<file path="src/rtl/instr_loader_if.sv">
// Byte-stream input and instruction-memory write bus of the boot loader.
// master = loader side, slave = host/memory side.
interface instr_loader_if;
    logic        rx_valid;
    logic [7:0]  rx_data;
    logic        rx_ready;
    logic        imem_we;
    logic [31:0] imem_addr;
    logic [31:0] imem_wdata;
    logic        core_reset;
    logic        done;
    logic        error;

    modport master (
        input  rx_valid, rx_data,
        output rx_ready, imem_we, imem_addr, imem_wdata, core_reset, done, error
    );

    modport slave (
        output rx_valid, rx_data,
        input  rx_ready, imem_we, imem_addr, imem_wdata, core_reset, done, error
    );
endinterface

</file>
<file path="src/rtl/instr_loader.sv">
// Boot loader: receives a length-prefixed, checksummed byte stream, writes it
// word by word into instruction memory, then releases the core from reset.
module instr_loader #(
    parameter logic [31:0] BASE_ADDR = 32'h0000_0000,
    parameter int unsigned MAX_WORDS = 256
) (
    input  logic           clk,
    input  logic           reset,
    instr_loader_if.master bus
);
    localparam int unsigned IDX_W = (MAX_WORDS > 1) ? $clog2(MAX_WORDS) : 1;

    typedef enum logic [2:0] {
        ST_LEN0  = 3'd0,
        ST_LEN1  = 3'd1,
        ST_DATA  = 3'd2,
        ST_CHECK = 3'd3,
        ST_RUN   = 3'd4,
        ST_ERR   = 3'd5
    } state_t;

    state_t           r_state;
    logic [15:0]      r_len;
    logic [1:0]       r_byte_cnt;
    logic [IDX_W-1:0] r_word_idx;
    logic [7:0]       r_csum;
    logic [23:0]      r_asm;
    logic             r_rx_ready;
    logic             r_imem_we;
    logic [31:0]      r_imem_addr;
    logic [31:0]      r_imem_wdata;
    logic             r_core_reset;
    logic             r_done;
    logic             r_error;

    logic             w_accept;
    logic [15:0]      w_len_full;
    logic             w_len_bad;
    logic [31:0]      w_word_addr;
    logic             w_last_word;

    assign w_accept    = bus.rx_valid & r_rx_ready;
    assign w_len_full  = {bus.rx_data, r_len[7:0]};
    assign w_len_bad   = (w_len_full == 16'd0) || (32'(w_len_full) > 32'(MAX_WORDS));
    assign w_word_addr = BASE_ADDR + (32'(r_word_idx) << 2);
    // The word index never reaches N, so comparing idx+1 against N flags the final word.
    assign w_last_word = ((32'(r_word_idx) + 32'd1) == 32'(r_len));

    // Loader FSM with datapath and registered status/write outputs.
    always_ff @(posedge clk or posedge reset) begin
        if (reset) begin
            r_state      <= ST_LEN0;
            r_len        <= 16'd0;
            r_byte_cnt   <= 2'd0;
            r_word_idx   <= '0;
            r_csum       <= 8'd0;
            r_asm        <= 24'd0;
            r_rx_ready   <= 1'b1;
            r_imem_we    <= 1'b0;
            r_imem_addr  <= BASE_ADDR;
            r_imem_wdata <= 32'd0;
            r_core_reset <= 1'b1;
            r_done       <= 1'b0;
            r_error      <= 1'b0;
        end else begin
            r_imem_we <= 1'b0;
            if (w_accept) begin
                case (r_state)
                    ST_LEN0: begin
                        r_len[7:0] <= bus.rx_data;
                        r_state    <= ST_LEN1;
                    end
                    ST_LEN1: begin
                        r_len[15:8] <= bus.rx_data;
                        if (w_len_bad) begin
                            r_state    <= ST_ERR;
                            r_rx_ready <= 1'b0;
                            r_error    <= 1'b1;
                        end else begin
                            r_state <= ST_DATA;
                        end
                    end
                    ST_DATA: begin
                        r_csum     <= r_csum ^ bus.rx_data;
                        r_byte_cnt <= r_byte_cnt + 2'd1;
                        case (r_byte_cnt)
                            2'd0: r_asm[7:0]   <= bus.rx_data;
                            2'd1: r_asm[15:8]  <= bus.rx_data;
                            2'd2: r_asm[23:16] <= bus.rx_data;
                            default: begin
                                r_imem_we    <= 1'b1;
                                r_imem_addr  <= w_word_addr;
                                r_imem_wdata <= {bus.rx_data, r_asm};
                                if (w_last_word) begin
                                    r_state <= ST_CHECK;
                                end else begin
                                    r_word_idx <= r_word_idx + 1'b1;
                                end
                            end
                        endcase
                    end
                    ST_CHECK: begin
                        r_rx_ready <= 1'b0;
                        if (bus.rx_data == r_csum) begin
                            r_state      <= ST_RUN;
                            r_core_reset <= 1'b0;
                            r_done       <= 1'b1;
                        end else begin
                            r_state <= ST_ERR;
                            r_error <= 1'b1;
                        end
                    end
                    default: begin
                        r_state <= r_state;
                    end
                endcase
            end
        end
    end

    assign bus.rx_ready   = r_rx_ready;
    assign bus.imem_we    = r_imem_we;
    assign bus.imem_addr  = r_imem_addr;
    assign bus.imem_wdata = r_imem_wdata;
    assign bus.core_reset = r_core_reset;
    assign bus.done       = r_done;
    assign bus.error      = r_error;
endmodule

</file>
<file path="src/flat_wrapper.sv">
// flat-port wrapper written by rule: the top's interface ports become plain ports
module instr_loader_flat 
#(
    parameter logic [31:0] BASE_ADDR = 32'h0000_0000,
    parameter int unsigned MAX_WORDS = 256
)
  (clk, reset, bus_rx_valid, bus_rx_data, bus_rx_ready, bus_imem_we, bus_imem_addr, bus_imem_wdata, bus_core_reset, bus_done, bus_error);
  instr_loader_if bus_i ();
  input  logic clk;
  input  logic reset;
  input wire logic [$bits(bus_i.rx_valid)-1:0] bus_rx_valid;
  input wire logic [$bits(bus_i.rx_data)-1:0] bus_rx_data;
  output wire logic [$bits(bus_i.rx_ready)-1:0] bus_rx_ready;
  output wire logic [$bits(bus_i.imem_we)-1:0] bus_imem_we;
  output wire logic [$bits(bus_i.imem_addr)-1:0] bus_imem_addr;
  output wire logic [$bits(bus_i.imem_wdata)-1:0] bus_imem_wdata;
  output wire logic [$bits(bus_i.core_reset)-1:0] bus_core_reset;
  output wire logic [$bits(bus_i.done)-1:0] bus_done;
  output wire logic [$bits(bus_i.error)-1:0] bus_error;
  assign bus_i.rx_valid = bus_rx_valid;
  assign bus_i.rx_data = bus_rx_data;
  assign bus_rx_ready = bus_i.rx_ready;
  assign bus_imem_we = bus_i.imem_we;
  assign bus_imem_addr = bus_i.imem_addr;
  assign bus_imem_wdata = bus_i.imem_wdata;
  assign bus_core_reset = bus_i.core_reset;
  assign bus_done = bus_i.done;
  assign bus_error = bus_i.error;
  instr_loader #(.BASE_ADDR(BASE_ADDR), .MAX_WORDS(MAX_WORDS)) u_core (.clk(clk), .reset(reset), .bus(bus_i));
endmodule
</file>
<file path="config.mk">
export PLATFORM = sky130hd
export DESIGN_NAME = instr_loader_flat
export DESIGN_NICKNAME = d
export VERILOG_FILES = /design/src/rtl/instr_loader_if.sv /design/src/rtl/instr_loader.sv /design/src/flat_wrapper.sv
export SDC_FILE = /design/constraint.sdc
export NUM_CORES = 1
export LEC_CHECK = 0
export BUFFER_PORTS_ARGS = -buffer_cell sky130_fd_sc_hd__buf_2
export CORE_MARGIN = 4
export CORE_UTILIZATION = 35
export DETAILED_ROUTE_END_ITERATION = 16
export GPL_TIMING_DRIVEN = 0
export RECOVER_POWER = 25
export REMOVE_ABC_BUFFERS = 1
export SYNTH_ARGS = -nofsm -noshare
export SYNTH_HDL_FRONTEND = slang
export SYNTH_SLANG_ARGS = --single-unit
</file>
<file path="constraint.sdc">
create_clock -name clk -period 8.5 [get_ports clk]
set_input_delay 1.275 -clock clk [delete_from_list [all_inputs] [get_ports clk]]
set_output_delay 1.275 -clock clk [all_outputs]
set_load 0.01 [all_outputs]
</file>
==> metrics.csv, run 1 <==
metric;value;unit
failed_checks;max-capacitance violations, max-slew violations;
num_rows;42;
synth_seq_cells;106;
grt_pass1_vias;3210;
postCtsHoldBufs;0;
drtIter0Drc;169;
diodes;0;
port_buffers;55;
grt_pass1_wl;16.2;mm
cts_setup_buffers;0;
tns;0;ps
critPathArrivalTime;4970;ps
cts_tree;built;
post_drt_wl_per_cell;14.3;um
synth.distinct_cells;43;
yosysSeqAreaShare;55.2;%
cts_buffer_depth;2;
die_x;125;um
grt_max_degree;62;
hp-start;u_core.r_asm[2];
numClockSinks;106;
cts_max_level;3;
setup_violations;0;
fin_crit;5260;ps
layout-drive-gt1-share;25.6;%
syn_to_final_growth;11.7;%
cp_data_required_time;8210;ps
cts_resized;0;
fmax;190;MHz
place.gp.congestion;0.764;
die_area;15700;sq um
period_share;61.8;%
clock_skew;6.60;ps
p_leak;2.88;nW
die_h;125;um
core_area;13300;sq um
status;finished, violations left;
drc;0;
track_usage;12.7;%
first_pass_iters;4;
max-vdd-ir-drop;0.0831;mV
clockRootBuffer;clkbuf_16;
hold_class;reg -> reg;
via_per_inst;4.73;
drv_cap;2;
antenna_found_initial;0;
postRouteAntennaNets;0;
postSynthCellCount;451;
cts-buffers-inserted;9;
r2r_start;u_core.bus.rx_ready;
synth_area;4810;sq um
worstMarginPinSlew;3290;ps
vias;3179;
endpoint_kind;asynchronous set/reset pin;
clk_latency;340;ps
n_fill_cell;1330;
cp-start-kind;input pin;
layout.nets;507;
crit_type;in -> async;
startpoint;reset;
yosysWarningCount;0;
dp_hpwl;6.46;mm
globalRouteOverflowTotal;0;
power.density;173;nW/um^2
slew_headroom;-119;%
clk_pin_slew;70;ps
syn_avg_cell_area;10.7;sq um
critPathMaxFanout;61;
totalWireLength;9.61;mm
hold_viol;0;
power;930;uW
start_util;36.0;%
rsz0062_at_grt;false;
pin_count;80;
drv_slew;109;
-- flip-flops by register name (all words and copies together), names as in the netlist, 2 cells and up --
signal,cells
u_core.r_csum,8
u_core.r_asm,24
u_core.bus.imem_wdata,32
u_core.bus.imem_addr,8
u_core.r_byte_cnt,2
u_core.r_word_idx,8
u_core.r_state,3
u_core.r_len,16
-- worst paths after layout --
path	end	slack (ps)	depth (start not counted)
min	u_core.bus.imem_wdata[2]	460	2
max reg2reg	u_core.r_word_idx[1]	4770	7
max in group clk	u_core.r_word_idx[1]	4300	8
min reg2reg	u_core.bus.imem_wdata[2]	460	2
max	u_core.bus.imem_wdata[18]	3240	3
min in group asynchronous	u_core.bus.imem_wdata[31]	1450	2
-- cells by family (layout without fill, tap and decap cells) --
logic type	Yosys count	in the layout	share of synthesized area, %
XOR/XNOR	32	32	5.83
buffers and inverters	57	79	6.92
flip-flops	106	106	55.2
multiplexers	41	41	9.68
AO/OA/AOI/OAI	25	25	4.14
adder cells (fa/ha/maj)	5	5	1.30
AND/OR/NAND/NOR	184	184	16.8
other	1	24	0.0780
-- through the flow --
| step | worst slack (ps) | hold WS (ps) | cell area, sq um | std cells | util (%) |
|---|---|---|---|---|---|
| 2_1_floorplan | 4440 | 433 | 4590 | 424 | - |
| 3_3_place_gp | 3320 | 444 | 5080 | 655 | 38.1 |
| 3_5_place_dp | 3880 | 454 | 5110 | 656 | 38.3 |
| 4_1_cts | 4220 | 471 | 5400 | 672 | 40.4 |
| 5_1_grt | 2200 | 489 | 5370 | 672 | 40.2 |
| 6_report | 3240 | 458 | 5370 | 672 | 40.2 |
-- cell usage in the layout (no fill, tap or decap), drive strengths merged, types with 9 or more instances in the layout --
cell,n
conb,24
xnor2,24
buf,55
clkbuf,10
nand2,144
nor4,9
inv,10
mux2,41
dfrtp,104
-- synthesized netlist by cell type (all sizes together) --
cell,number,area (sq um)
nor4b,1,8.76
o21bai,1,7.51
ha,5,62.6
mux2,41,465
o221ai,1,8.76
inv,7,26.3
o211ai,6,45.0
nand4,2,12.5
and2,1,6.26
and4,1,8.76
nand2,144,546
nor2,7,26.3
xor2,8,70.1
o21ai,8,43.8
o311ai,1,8.76
nor3b,4,30.0
a41o,1,10.0
nor4,9,83.8
and3,3,18.8
a211oi,1,12.5
o2111ai,3,32.5
buf,37,258
xnor2,24,210
or2,2,12.5
nand3,5,25.0
dfstp,2,52.6
nor2b,4,25.0
o31a,2,17.5
clkbuf,13,48.8
dfrtp,104,2600
nor3,1,5.00
conb,1,3.75
o22ai,1,12.5
-- routing by layer --
layer	global-route usage [%]	routed length (um)
met3	2.86	498
met5	0	0
met2	20.3	4420
met1	16.6	4510
met4	5.74	187
-- where the power goes --
| group | internal [mW] | switching, mW | leakage [nW] | total (mW) |
|---|---|---|---|---|
| sequential | 0.504 | 0 | 1.46 | 0.504 |
| combinational | 0.00345 | 0.0224 | 1.27 | 0.0259 |
| clock | 0.205 | 0.196 | 0.144 | 0.400 |
| total | 0.712 | 0.218 | 2.88 | 0.930 |
-- worst max-delay path, cell delays in order --
cell and delay, ps:
buf_2 100, clkinvlp_2 1140, clkbuf_1 2410
-- final cells by class --
class | count | area, sq um | area share, %
clock inverter | 7 | 58.8 | 1.09
inverter | 7 | 27.5 | 0.512
sequential | 106 | 2660 | 49.4
multi-input combinational | 311 | 1910 | 35.5
clock buffer | 9 | 225 | 4.19
timing repair buffer | 56 | 279 | 5.19
tap | 176 | 220 | 4.10
(Power assumes the default switching activity.)
==> run 2: changes to the inputs <==
==> constraint.sdc (replaced) <==
create_clock -name clk -period 5.1 [get_ports clk]
set_input_delay 0.765 -clock clk [delete_from_list [all_inputs] [get_ports clk]]
set_output_delay 0.765 -clock clk [all_outputs]
set_load 0.01 [all_outputs]
==> metrics.csv, run 2 (same netlist as run 1, synthesis figures left out) <==
metric;value;unit
holdWs;458;ps
fin_crit;3730;ps
totalWireLength;9.61;mm
layout-drive-gt1-share;25.8;%
critPathArrivalTime;3950;ps
drv_cap;2;
drtIter0Drc;169;
use_met3;2.86;%
cts_max_level;3;
p_leak;2.89;nW
syn_to_final_growth;11.8;%
final_common_cell;nand2_1;
crit_type;reg -> reg;
fin_cells;672;
fmax;268;MHz
vias;3177;
num_rows;42;
layout.nets;507;
cts_tree;built;
failed_checks;max-capacitance violations, max-slew violations;
clk_pin_slew;70;ps
hold_class;reg -> reg;
postCtsHoldBufs;0;
slew_headroom;-34.4;%
grt_pass1_wl;16.2;mm
start_util;36.0;%
combPwrFrac;2.8;%
cts_setup_buffers;0;
track_usage;12.7;%
port_buffers;55;
cts-buffers-inserted;9;
period_share;73.1;%
use_met1;16.6;%
critPathMaxFanout;48;
max-vdd-ir-drop;0.139;mV
place.gp.congestion;0.764;
first_pass_iters;5;
via_per_inst;4.73;
status;finished, violations left;
n_fill_cell;1329;
largest_reg_flops;32;
multi_input_area;1910;sq um
grt_pass1_vias;3210;
grt_max_degree;62;
post_drt_wl_per_cell;14.3;um
die_x;125;um
cts_resized;0;
hold_viol;0;
globalRouteOverflowTotal;0;
hp-start;u_core.r_asm[2];
clock_power_share;43.0;%
pin_count;80;
startpoint;u_core.bus.rx_ready;
clock_skew;6.62;ps
drc;0;
clk_latency;340;ps
power;1.55;mW
numClockSinks;106;
die_h;125;um
cp-start-kind;register;
grt.busiest_layer;met2;
tns;0;ps
die_area;15700;sq um
p_sw;364;uW
diodes;0;
setup_violations;0;
cp_data_required_time;5320;ps
antenna_found_initial;0;
r2r_start;u_core.bus.rx_ready;
postRouteAntennaNets;0;
sw_frac_of_total;23.5;%
regArea;2660;sq um
intPower;1.19;mW
core_area;13300;sq um
dp_hpwl;6.46;mm
placed_cells;656;
rsz0062_at_grt;false;
power.density;289;nW/um^2
pwr-share-seq;54.2;%
drv_slew;109;
grt_use_met2;20.3;%
endpoint_kind;register;
clockRootBuffer;clkbuf_16;
final_cell_mix;142 x nand2_1, 104 x dfrtp_1, 55 x buf_2;
cts_buffer_depth;2;
final_util;40.3;%
worstMarginPinSlew;2010;ps
run 2: cell counts in the layout (fill, tap and decap cells not counted):
No cell type changed its count.
run 2: per-layer routing:
metal,wire length [um],part of all wire (%),vias to the layer above
met5,0,0,-
met4,187,1.9,0
met3,496,5.2,15
met2,4420,46,89
met1,4510,47,1567
li1,-,-,1506
run 2: final timing paths:
check	to	cells past startpoint	slack, ps
max	u_core.r_word_idx[1]	7	1370
min	u_core.bus.imem_wdata[2]	2	460
max reg2reg	u_core.r_word_idx[1]	7	1370
min reg2reg	u_core.bus.imem_wdata[2]	2	460
max in group asynchronous	u_core.bus.imem_wdata[18]	3	1930
min in group asynchronous	u_core.bus.imem_wdata[31]	2	940
run 2: area by class of cell:
cell class	instances	share of cell area, %
flip-flops and latches	106	49.4
multi-input cells	311	35.5
repair buffers	56	5.22
clock buffers	9	4.19
well taps	176	4.10
clock inverters	7	1.09
inverters	7	0.512
run 2: critical path, cell delays in order (launching register included):
cell,delay (ps)
dfstp_2,540
nand2_1,110
nor2_1,300
and3_1,600
nand2_2,650
inv_2,860
o21ai_2,170
mux2_4,340
run 2: stage by stage:
step           area [sq um]  setup WS, ps
2_1_floorplan          4590          1550
3_3_place_gp           5080           425
3_5_place_dp           5110           990
4_1_cts                5400          1280
5_1_grt                5370           971
6_report               5370          1370
run 2: power by group through the flow:
stage / Sequential [mW] / Clock (mW) / Combinational (mW)
CTS: 0.840 / 0.687 / 0.0469
floorplan: 0.857 / 0 / 0.0237
global placement: 0.857 / 0 / 0.0424
finish: 0.840 / 0.667 / 0.0432
global route: 0.840 / 0.718 / 0.0495
detailed placement: 0.856 / 0 / 0.0468
==> run 3: changes to the inputs <==
==> constraint.sdc (replaced) <==
create_clock -name clk -period 3.2 [get_ports clk]
set_input_delay 0.48 -clock clk [delete_from_list [all_inputs] [get_ports clk]]
set_output_delay 0.48 -clock clk [all_outputs]
set_load 0.01 [all_outputs]
==> metrics.csv, run 3 (same netlist as run 1, synthesis figures left out) <==
metric;value;unit
grt_pass1_vias;3210;
numClockSinks;106;
syn_to_final_growth;12.0;%
r2r_slack;300;ps
p_sw;579;uW
post_drt_wl_per_cell;14.3;um
die_area;15700;sq um
hold_class;in -> reg;
fin_crit;2900;ps
clock_power_share;43.0;%
cpPeakStageDelay;540;ps
clock_skew;7.79;ps
combPwrFrac;2.8;%
first_pass_iters;5;
postCtsHoldBufs;0;
totalWireLength;9.60;mm
cts-buffers-inserted;9;
path_cells;nand2_1 > nor2_1 > and3_2 > nand2_4 > inv_4 > o21ai_2 > mux2_4;
fin_cells;672;
intPower;1.89;mW
status;finished, violations left;
p_leak;2.89;nW
via_per_inst;4.73;
failed_checks;max-capacitance violations, max-slew violations;
r2r-end;u_core.r_word_idx[1];
max-vdd-ir-drop;0.221;mV
r2r_start;u_core.bus.rx_ready;
cts_buffer_depth;2;
n_fill_cell;1326;
port_buffers;55;
sw_frac_of_total;23.4;%
postRouteAntennaNets;0;
cts_max_level;3;
clockRootBuffer;clkbuf_16;
period_share;90.6;%
die_x;125;um
layout.nets;507;
drv_cap;1;
fmax;345;MHz
r2r_cells;7;
place.gp.congestion;0.764;
layout-drive-gt1-share;26.0;%
drtIter0Drc;168;
pwr-share-seq;54.2;%
antenna_found_initial;0;
crit_type;reg -> reg;
hold_viol;0;
cp_data_required_time;3420;ps
endpoint_kind;register;
critPathArrivalTime;3120;ps
clk_pin_slew;70;ps
hp-start;bus_rx_valid;
diodes;0;
placed_cells;656;
rsz0062_at_grt;false;
grt_pass1_wl;16.2;mm
regArea;2660;sq um
multi_input_area;1910;sq um
power.density;459;nW/um^2
setup_violations;0;
holdWs;437;ps
critPathMaxFanout;48;
vias;3176;
num_rows;42;
cp-start-kind;register;
cts_tree;built;
min_path_cells;3;
slew_headroom;-34.4;%
clk_latency;340;ps
globalRouteOverflowTotal;0;
cp_slowest_cell;dfstp_2;
dp_hpwl;6.46;mm
drv_slew;47;
worstMarginPinSlew;2010;ps
start_util;36.0;%
pin_count;80;
final_cell_mix;142 x nand2_1, 104 x dfrtp_1, 55 x buf_2;
grt_max_degree;62;
core_area;13300;sq um
drc;0;
largest_reg_flops;32;
power;2.47;mW
track_usage;12.7;%
final_common_cell;nand2_1;
worst_hold_path.endpoint;u_core.bus.rx_ready;
die_h;125;um
run 3: cell count changes in the layout (fill, tap and decap cells not counted):
cell and delta:
and3_1 -1, and3_2 +1, clkbuf_2 -1, clkbuf_4 +1
inv_2 -1, inv_4 +1, nand2_2 -1, nand2_4 +1
run 3: power groups by stage:
stage	clock (mW)	sequential [mW]	combinational [mW]
3_5_place_dp	0	1.36	0.0746
2_1_floorplan	0	1.37	0.0377
6_report	1.06	1.34	0.0691
3_3_place_gp	0	1.37	0.0676
5_1_grt	1.15	1.34	0.0793
4_1_cts	1.10	1.34	0.0747
run 3: per-stage QoR:
step,util (%),TNS (ps),instance area [sq um],worst slack (ps)
finish,40.3,0,5380,301
floorplan,-,-6820,4590,-65.6
CTS,40.5,0,5410,254
detailed placement,38.3,-15220,5110,-625
global placement,38.1,-132630,5080,-1190
global route,40.3,0,5380,26.1
run 3: critical path: cells and delay by family, from the launching register on:
family | cells | cell delay, ps
AO/OA/AOI/OAI | 1 | 150
buffers and inverters | 1 | 510
flip-flops | 1 | 540
multiplexers | 1 | 320
AND/OR/NAND/NOR | 4 | 1220
run 3: final cells by class:
class	instances	share of cell area, %
Clock buffer	9	4.18
Clock inverter	7	1.09
Inverter	7	0.558
Multi-Input combinational cell	311	35.5
Sequential cell	106	49.3
Tap cell	176	4.09
Timing Repair Buffer	56	5.25
run 3: layer usage:
metal  part of all wire (%)  GRT usage [%]  vias up
li1                       -              -     1506
met1                     47           16.6     1566
met2                     46           20.3       89
met3                    5.2           2.86       15
met4                    1.9           5.74        0
met5                      0              0        -
run 3: worst max-delay path by stage:
stage                              startpoint                   endpoint  slack [ps]
after floorplan                         reset            u_core.bus.done         -70
after global placement                  reset  u_core.bus.imem_wdata[25]       -1190
after detailed placement         bus_rx_valid       u_core.r_word_idx[1]        -630
after CTS                 u_core.bus.rx_ready       u_core.r_word_idx[1]         250
after global routing      u_core.bus.rx_ready       u_core.r_word_idx[1]          30
final                     u_core.bus.rx_ready       u_core.r_word_idx[1]         300
run 3: timing repair:
| action | 4_1_cts | 5_1_grt |
|---|---|---|
| setup endpoints to repair | 49 | 0 |
| setup buffers | 0 | 0 |
| gates resized for setup | 3 | 0 |
